**config.mk**
```make
export PLATFORM = sky130hd
export DESIGN_NAME = jt12_wr_sched
export DESIGN_NICKNAME = d
export VERILOG_FILES = /design/src/rtl/jt12_wr_pkg.sv /design/src/rtl/jt12_wr_dec.sv /design/src/rtl/jt12_wr_sched.sv
export SDC_FILE = /design/constraint.sdc
export NUM_CORES = 1
export LEC_CHECK = 0
export ABC_AREA = 1
export ABC_CLOCK_PERIOD_IN_PS = 4100
export BUFFER_PORTS_ARGS = -buffer_cell sky130_fd_sc_hd__buf_4
export CORE_ASPECT_RATIO = 1.25
export CORE_MARGIN = 10
export CORE_UTILIZATION = 45
export DETAILED_ROUTE_END_ITERATION = 10
export PLACE_DENSITY = 0.68
export SLEW_MARGIN = 40
export SYNTH_ARGS = -nofsm -noshare
export SYNTH_HDL_FRONTEND = slang
export SYNTH_SLANG_ARGS = --single-unit
```
**constraint.sdc**
```tcl
create_clock -name clk -period 4.1 [get_ports clk]
set_input_delay 1.23 -clock clk [delete_from_list [all_inputs] [get_ports clk]]
set_output_delay 1.23 -clock clk [all_outputs]
set_load 0.02 [all_outputs]
```
**src/rtl/jt12_wr_pkg.sv**
```systemverilog
// Shared constants and types for the jt12 write scheduler.
package jt12_wr_pkg;

  // Register addresses and operator group nibbles (sel[7:4])
  localparam logic [7:0] REG_KEYON  = 8'h28;
  localparam logic [3:0] GRP_DT1    = 4'h3;
  localparam logic [3:0] GRP_TL     = 4'h4;
  localparam logic [3:0] GRP_KS_AR  = 4'h5;
  localparam logic [3:0] GRP_AMEN_DR = 4'h6;
  localparam logic [3:0] GRP_SR     = 4'h7;
  localparam logic [3:0] GRP_SL_RR  = 4'h8;
  localparam logic [3:0] GRP_SSGEG  = 4'h9;
  localparam logic [7:0] REG_FNUMLO = 8'hA0;
  localparam logic [7:0] REG_FNUMHI = 8'hA4;
  localparam logic [7:0] REG_ALG    = 8'hB0;
  localparam logic [7:0] REG_PMS    = 8'hB4;

  localparam int unsigned NUM_STB = 11;

  typedef enum logic {
    IDLE,
    HOLD
  } wr_state_e;

  // Bit positions inside the one-hot strobe vector
  typedef enum logic [3:0] {
    STB_KEYON   = 4'd0,
    STB_DT1     = 4'd1,
    STB_TL      = 4'd2,
    STB_KS_AR   = 4'd3,
    STB_AMEN_DR = 4'd4,
    STB_SR      = 4'd5,
    STB_SL_RR   = 4'd6,
    STB_SSGEG   = 4'd7,
    STB_ALG     = 4'd8,
    STB_FNUMLO  = 4'd9,
    STB_PMS     = 4'd10
  } stb_idx_e;

  // One operator round: 4 operators per channel, in clk_en slots
  function automatic logic [4:0] round_len(input int unsigned nch);
    return (nch == 3) ? 5'd12 : 5'd24;
  endfunction

endpackage

```
**src/rtl/jt12_wr_dec.sv**
```systemverilog
// Combinational decode of the latched register address into a one-hot
// update strobe plus channel/operator selector.
module jt12_wr_dec
  import jt12_wr_pkg::*;
#(
  parameter int unsigned num_ch = 6
) (
  input  logic               part,
  input  logic [7:0]         sel,
  output logic [NUM_STB-1:0] stb,
  output logic [2:0]         ch,
  output logic [1:0]         op,
  output logic               valid,
  output logic               latch
);

  logic part_ok;

  // Part 1 only exists on 6-channel chips; slot 3 of a group is unused.
  assign part_ok = !(part && (num_ch == 3));

  // Address decode
  always_comb begin
    stb   = '0;
    latch = 1'b0;
    ch    = {part, sel[1:0]};
    op    = sel[3:2];
    if (part_ok && (sel[1:0] != 2'd3)) begin
      case (sel[7:4])
        4'h2: begin
          if (sel == REG_KEYON && !part) stb[STB_KEYON] = 1'b1;
        end
        GRP_DT1:     stb[STB_DT1]     = 1'b1;
        GRP_TL:      stb[STB_TL]      = 1'b1;
        GRP_KS_AR:   stb[STB_KS_AR]   = 1'b1;
        GRP_AMEN_DR: stb[STB_AMEN_DR] = 1'b1;
        GRP_SR:      stb[STB_SR]      = 1'b1;
        GRP_SL_RR:   stb[STB_SL_RR]   = 1'b1;
        GRP_SSGEG:   stb[STB_SSGEG]   = 1'b1;
        4'hA: begin
          if (sel[3:2] == REG_FNUMLO[3:2]) stb[STB_FNUMLO] = 1'b1;
          else if (sel[3:2] == REG_FNUMHI[3:2]) latch = 1'b1;
        end
        4'hB: begin
          if (sel[3:2] == REG_ALG[3:2]) stb[STB_ALG] = 1'b1;
          else if (sel[3:2] == REG_PMS[3:2]) stb[STB_PMS] = 1'b1;
        end
        default: ;
      endcase
    end
    valid = |stb;
  end

endmodule

```
**src/rtl/jt12_wr_sched.sv**
```systemverilog
// Write scheduler: latches CPU writes, decodes them and holds the resulting
// update request for one operator round so the slot-matched register file
// can pick it up.
module jt12_wr_sched
  import jt12_wr_pkg::*;
#(
  parameter int unsigned num_ch = 6
) (
  input  logic       clk,
  input  logic       rst_n,
  input  logic       clk_en,
  input  logic [1:0] addr,
  input  logic [7:0] din,
  input  logic       write,
  output logic       busy,
  output logic       wr_drop,
  output logic [2:0] ch,
  output logic [1:0] op,
  output logic [7:0] reg_din,
  output logic [5:0] latch_fnum,
  output logic       up_keyon,
  output logic       up_dt1,
  output logic       up_tl,
  output logic       up_ks_ar,
  output logic       up_amen_dr,
  output logic       up_sr,
  output logic       up_sl_rr,
  output logic       up_ssgeg,
  output logic       up_alg,
  output logic       up_fnumlo,
  output logic       up_pms
);

  localparam logic [4:0] ROUND_LAST = round_len(num_ch) - 5'd1;

  wr_state_e          state_q, state_d;
  logic [4:0]         cnt_q, cnt_d;
  logic [7:0]         sel_q, sel_d;
  logic               part_q, part_d;
  logic [NUM_STB-1:0] stb_q, stb_d;
  logic [2:0]         ch_q, ch_d;
  logic [1:0]         op_q, op_d;
  logic [7:0]         din_q, din_d;
  logic [5:0]         latch_q, latch_d;
  logic               drop_q, drop_d;

  logic [NUM_STB-1:0] dec_stb;
  logic [2:0]         dec_ch;
  logic [1:0]         dec_op;
  logic               dec_valid, dec_latch;
  logic               addr_wr, data_wr;

  assign addr_wr = write & ~addr[0];
  assign data_wr = write & addr[0];

  jt12_wr_dec #(
    .num_ch (num_ch)
  ) u_dec (
    .part  (part_q),
    .sel   (sel_q),
    .stb   (dec_stb),
    .ch    (dec_ch),
    .op    (dec_op),
    .valid (dec_valid),
    .latch (dec_latch)
  );

  // Next-state and datapath updates
  always_comb begin
    state_d = state_q;
    cnt_d   = cnt_q;
    sel_d   = sel_q;
    part_d  = part_q;
    stb_d   = stb_q;
    ch_d    = ch_q;
    op_d    = op_q;
    din_d   = din_q;
    latch_d = latch_q;
    drop_d  = 1'b0;

    // Address writes never touch the held request
    if (addr_wr) begin
      sel_d  = din;
      part_d = addr[1];
    end

    unique case (state_q)
      IDLE: begin
        if (data_wr) begin
          if (dec_valid) begin
            state_d = HOLD;
            cnt_d   = 5'd0;
            stb_d   = dec_stb;
            ch_d    = dec_ch;
            op_d    = dec_op;
            din_d   = din;
          end else if (dec_latch) begin
            latch_d = din[5:0];
          end
        end
      end
      HOLD: begin
        // Includes a write on the exit edge itself
        drop_d = data_wr;
        if (clk_en) begin
          if (cnt_q == ROUND_LAST) begin
            state_d = IDLE;
            stb_d   = '0;
          end else begin
            cnt_d = cnt_q + 5'd1;
          end
        end
      end
      default: state_d = IDLE;
    endcase
  end

  // FSM state register
  always_ff @(posedge clk or negedge rst_n) begin
    if (!rst_n) state_q <= IDLE;
    else        state_q <= state_d;
  end

  // Datapath registers
  always_ff @(posedge clk or negedge rst_n) begin
    if (!rst_n) begin
      cnt_q   <= '0;
      sel_q   <= '0;
      part_q  <= 1'b0;
      stb_q   <= '0;
      ch_q    <= '0;
      op_q    <= '0;
      din_q   <= '0;
      latch_q <= '0;
      drop_q  <= 1'b0;
    end else begin
      cnt_q   <= cnt_d;
      sel_q   <= sel_d;
      part_q  <= part_d;
      stb_q   <= stb_d;
      ch_q    <= ch_d;
      op_q    <= op_d;
      din_q   <= din_d;
      latch_q <= latch_d;
      drop_q  <= drop_d;
    end
  end

  assign busy       = (state_q == HOLD);
  assign wr_drop    = drop_q;
  assign ch         = ch_q;
  assign op         = op_q;
  assign reg_din    = din_q;
  assign latch_fnum = latch_q;
  assign up_keyon   = stb_q[STB_KEYON];
  assign up_dt1     = stb_q[STB_DT1];
  assign up_tl      = stb_q[STB_TL];
  assign up_ks_ar   = stb_q[STB_KS_AR];
  assign up_amen_dr = stb_q[STB_AMEN_DR];
  assign up_sr      = stb_q[STB_SR];
  assign up_sl_rr   = stb_q[STB_SL_RR];
  assign up_ssgeg   = stb_q[STB_SSGEG];
  assign up_alg     = stb_q[STB_ALG];
  assign up_fnumlo  = stb_q[STB_FNUMLO];
  assign up_pms     = stb_q[STB_PMS];

endmodule

```
==> results.toml, run 1 <==
[synth]
netlist_area_um2 = 2170
synth-warning-count = 0
synthDominantCellAreaShare_pct = 52.9
synth.area.top_cells = "dfrtp_1 53%, nand2_1 13%, nand3_1 5.3%"
synth_largest_area_cell = "dfrtp_1"
syn_inst = 255
syn_area_per_cell_um2 = 8.53
synth_seq_area_share_pct = 52.9
synth-seq-cells = 46
syn_nets = 270
ys_types = 24

[finish]
final_area_um2 = 2650
seqCellArea_um2 = 1150
utilization_pct = 56.4
layout-drive-gt1-share_pct = 27.9
antennaDiodeCount = 0
nets = 315
fill_cells = 473
instances_no_fill = 361
syn2layout_area_growth_pct = 21.7
multiInputGateArea_um2 = 885

[detailed_routing]
drc = 0
drtPass1Iterations = 4
avgRoutedWirePerCell_um = 12.9
ant_nets = 0
drt_wl_total_um = 4640
vias_per_cell = 4.82
drt_iter0_drc = 88
via_count = 1741

[clock_tree]
cts.sinks = 46
clkSlewWorstSetupHoldPaths_ns = 0.08
h-tree-depth = 2
cts_buffers = 5
cts_buffer_depth = 2
clk_latency_ns = 0.30
postCtsSetupRepairBufs = 0
tritoncts = "done"
cts_root_buf = "clkbuf_8"
hold_buffers = 0
post_cts_resized = 0

[worst_setup_path]
cp_data_required_time_ns = 2.87
cp_slowest_cell = "dfrtp_1"
crit_path_cell_trace = "buf_4"
end_kind = "primary output"
critPathKind = "reg2out"
crit_path_start_kind = "flip-flop"
worstPathMaxFanout = 14
critical_path_buf_inv_count = 1
r2r_cells = 10
slowest_delay_ns = 0.61
crit_cells = 1
cp.arrival_ns = 1.13
crit_family = "flip-flops"

[global_route]
overflow = 0
antenna_found_initial = 0
grt_start_max_net_pins = 47
track_usage_pct = 12.5
grt_pass1_wl_um = 8050
grt_pass1_vias = 1717

[place]
io_buffers = 45
dp_cells = 353
dpl.hpwl_um = 3570
placed_area_um2 = 2540
place_congestion = 0.890

[pwr]
power_w = 0.00152
peakVddDrop_mv = 0.345
p_leak_nw = 1.44
power_density_nw_per_um2 = 574

[die]
core_um2 = 4690
io_pins = 46
die_w_um = 82.2
die_area_um2 = 8030
chipHeight_um = 97.7
std_cell_rows = 28
start_util_pct = 46.3

[hold_path]
whs_path_depth = 2
hp-class = "reg2reg"

[sta]
setup_tns_ns = 0
finalHoldViolCount = 0
rsz0062_at_grt = "false"
slew_headroom_pct = 62.1
max_freq_mhz = 424
finalSetupViolCount = 0
maxSlewViolCount = 0
skew_ns = 0.00670
period_needed_ns = 2.36
fin_crit_sh_pct = 57.6
worst_pin_slew_ns = 0.568

[run]
drv_cap = 0

[run_status]
outcome = "finished, final reports clean"
-- layer usage --
layer,share of wire [%],vias up,GRT usage (%)
met5,0,-,0
met3,7.2,7,4.44
met4,1.8,0,5.12
met1,43,791,15.0
li1,-,904,-
met2,48,39,19.5
-- Yosys cell counts --
library cell  count
nand4_2           1
inv_1            19
dfrtp_1          46
inv_2             3
nand2_1          76
buf_4             1
nor3_1            4
o22ai_1           1
o21ai_0          14
nor4_1            2
nand2_4           1
nand2_2          11
ha_1              1
or2_2             1
buf_6             3
xor2_1            2
o21ai_2          10
a21oi_1           2
nand3_1          23
clkbuf_1          4
nand3_4           1
nor2_1           24
nand4_1           3
nor2_4            2
-- where the power goes --
part	internal, W	switching [W]
combinational	0.000215	0.000313
clock	0.000179	0.000155
sequential	0.000561	0.0000973
-- cells by family after synthesis --
| group | share of synthesized area (%) |
|---|---|
| adder cells (fa/ha/maj) | 0.575 |
| AO/OA/AOI/OAI | 8.00 |
| buffers and inverters | 6.39 |
| XOR/XNOR | 0.806 |
| AND/OR/NAND/NOR | 31.3 |
| flip-flops | 52.9 |
-- metrics by stage --
stage	setup WS, ns	hold slack, ns
after floorplan	1.90	0.468
after global placement	1.67	0.456
after detailed placement	1.58	0.462
after CTS	1.72	0.483
after global routing	1.68	0.500
final	1.74	0.476
-- worst paths after layout --
path,startpoint,to,slack (ns)
worst max-delay path,busy$_DFF_PN0_,busy,1.74
max in group asynchronous,rst_n,busy$_DFF_PN0_,2.80
worst min-delay path,stb_q[10]$_DFFE_PN0P_,stb_q[10]$_DFFE_PN0P_,0.48
worst min register to register,stb_q[10]$_DFFE_PN0P_,stb_q[10]$_DFFE_PN0P_,0.48
min in group asynchronous,rst_n,reg_din[7]$_DFFE_PN0P_,0.92
worst max register to register,sel_q[0]$_DFFE_PN0P_,stb_q[6]$_DFFE_PN0P_,2.17
-- flip-flops by register name (all words and copies together) (netlist names) --
register    count
stb_q          11
reg_din         8
sel_q           8
latch_fnum      6
cnt_q           5
ch              3
op              2
busy            1
part_q          1
wr_drop         1
-- placed cells by master (no fill, tap or decap), types with 2 or more instances in the layout --
cell | netlist | layout
inv_1 | 19 | 19
clkbuf_8 | 0 | 5
nor3_1 | 4 | 4
nand2_1 | 76 | 76
xor2_1 | 2 | 2
buf_4 | 1 | 46
clkinv_2 | 0 | 2
a21oi_1 | 2 | 2
nand2_2 | 11 | 11
inv_2 | 3 | 3
nor4_1 | 2 | 2
o21ai_2 | 10 | 10
dfrtp_1 | 46 | 46
o21ai_0 | 14 | 14
nor2_4 | 2 | 2
nand4_1 | 3 | 3
nor2_1 | 24 | 24
nand3_1 | 23 | 23
-- final cells by class --
cell class	instances	share of cell area [%]
clock buffers	5	2.60
clock inverters	3	1.51
inverters	22	3.12
multi-input cells	179	33.4
flip-flops and latches	46	43.5
well taps	60	2.84
repair buffers	46	13.0
Note: power is estimated with default switching activity, not from simulation.
==> run 2: changes to the inputs <==
ABC_CLOCK_PERIOD_IN_PS = 2300   (was 4100)
clock period = 2.3 ns   (was 4.1 ns; I/O delays follow)
==> run 2 against run 1 <==
Compared with the run above:
- first-iteration DRC count decreased by 40%
- clock skew increased by 0.00060 ns
- clock power increased by 73%
- worst setup slack got worse by 1.3 ns
- global-route usage decreased by 1.1 points
- combinational power increased by 80%
- utilization increased by 0.11 points
- critical endpoint unchanged
- largest power group unchanged
- highest routed layer unchanged
==> results.toml, run 2 (synthesized netlist as in run 1, its figures left out) <==
[worst_setup_path]
r2r_end = "reg_din[7]$_DFFE_PN0P_"
cp_slowest_cell = "dfrtp_1"
cp.arrival_ns = 1.14
worstPathMaxFanout = 14
critPathKind = "reg2out"
r2r_cells = 10
crit_path_cell_trace = "buf_4"
cp_data_required_time_ns = 1.61
r2r_slack_ns = 0.52
crit_family = "flip-flops"
critical_path_buf_inv_count = 1
slowest_delay_ns = 0.62
r2r_start = "sel_q[0]$_DFFE_PN0P_"
crit_path_start_kind = "flip-flop"
end_kind = "primary output"

[finish]
fill_cells = 446
multiInputGateArea_um2 = 885
syn2layout_area_growth_pct = 22.0
largest-register = "stb_q"
largest_register_ffs = 11
layout_common_cells = "76 x nand2_1, 47 x buf_4, 46 x dfrtp_1"
antennaDiodeCount = 0
nets = 316
seqCellArea_um2 = 1150
utilization_pct = 56.5
layout-drive-gt1-share_pct = 27.5
mostFrequentLayoutCell = "nand2_1"
instances_no_fill = 362

[clock_tree]
hold_buffers = 0
post_cts_resized = 0
clk_latency_ns = 0.30
cts_root_buf = "clkbuf_8"
tritoncts = "done"
cts_buffers = 5
clkSlewWorstSetupHoldPaths_ns = 0.08
postCtsSetupRepairBufs = 0
cts.sinks = 46
cts_buffer_depth = 2
h-tree-depth = 2

[die]
chipHeight_um = 97.7
std_cell_rows = 28
io_pins = 46
die_w_um = 82.2
core_um2 = 4690
start_util_pct = 46.3
die_area_um2 = 8030

[global_route]
top_usage_layer = "met2"
grt_util_met3_pct = 4.91
track_usage_pct = 11.3
grt_start_max_net_pins = 47
grt_pass1_vias = 1709
grt_pass1_wl_um = 7440
use_met2_pct = 19.3
overflow = 0
grt_use_met1_pct = 12.4
antenna_found_initial = 0

[sta]
maxSlewViolCount = 0
finalHoldViolCount = 0
setup_tns_ns = 0
period_needed_ns = 1.83
max_freq_mhz = 546
fin_crit_sh_pct = 79.6
worst_pin_slew_ns = 0.551
slew_headroom_pct = 63.2
skew_ns = 0.00729
finalSetupViolCount = 0
rsz0062_at_grt = "false"
holdWs_ns = 0.384

[place]
io_buffers = 45
place_congestion = 0.863
dpl.hpwl_um = 3390
dp_cells = 354

[run_status]
outcome = "finished, final reports clean"

[pwr]
switching_share_pct = 36.4
peakVddDrop_mv = 0.676
power_density_nw_per_um2 = 1020
p_sw_w = 0.000984
p_leak_nw = 1.44
clkPwrFrac_pct = 21.4
combinationalPowerShare_pct = 35.1
seqPwrFrac_pct = 43.5
internal-power_w = 0.00172
power_w = 0.00270

[detailed_routing]
drt_wl_total_um = 4360
via_count = 1731
ant_nets = 0
drc = 0
drtPass1Iterations = 4
vias_per_cell = 4.78
avgRoutedWirePerCell_um = 12.0
drt_iter0_drc = 53

[run]
drv_cap = 0

[hold_path]
hp-class = "in2async"
## run 2: changes by cell type in the layout (fill, tap and decap cells not counted)
cell	previous run	this run
buf_4	46	47
clkinv_2	2	0
clkbuf_1	0	2
## run 2: per-layer routing
| metal | up-vias | part of all wire (%) |
|---|---|---|
| met5 | - | 0 |
| met4 | 0 | 1.6 |
| met3 | 8 | 7.3 |
| met2 | 35 | 47 |
| met1 | 785 | 44 |
| li1 | 903 | - |
## run 2: layout make-up
type / instances / area share, %
Inverter: 22 / 3.11
Timing Repair Buffer: 47 / 13.3
Clock buffer: 7 / 2.88
Multi-Input combinational cell: 179 / 33.3
Sequential cell: 46 / 43.4
Clock inverter: 1 / 1.13
Tap cell: 60 / 2.83
## run 2: worst max-delay path by stage
stage / startpoint / end / depth (start not counted)
detailed placement: write / latch_fnum[4]$_DFFE_PN0P_ / 5
CTS: busy$_DFF_PN0_ / busy / 1
finish: busy$_DFF_PN0_ / busy / 1
global route: busy$_DFF_PN0_ / latch_fnum[1]$_DFFE_PN0P_ / 4
floorplan: write / latch_fnum[1]$_DFFE_PN0P_ / 6
global placement: write / latch_fnum[2]$_DFFE_PN0P_ / 6
## run 2: power by group through the flow
stage	clock, W	combinational, W	sequential [W]
2_1_floorplan	0	0.000471	0.00132
4_1_cts	0.000600	0.000966	0.00117
6_report	0.000579	0.000948	0.00117
3_5_place_dp	0	0.000965	0.00119
3_3_place_gp	0	0.000953	0.00119
5_1_grt	0.000628	0.00105	0.00120
## run 2: stage by stage
stage,setup slack (ns),instance area [µm²]
2_1_floorplan,0.635,2170
3_3_place_gp,0.410,2550
3_5_place_dp,0.283,2550
4_1_cts,0.473,2650
5_1_grt,0.338,2650
6_report,0.468,2650
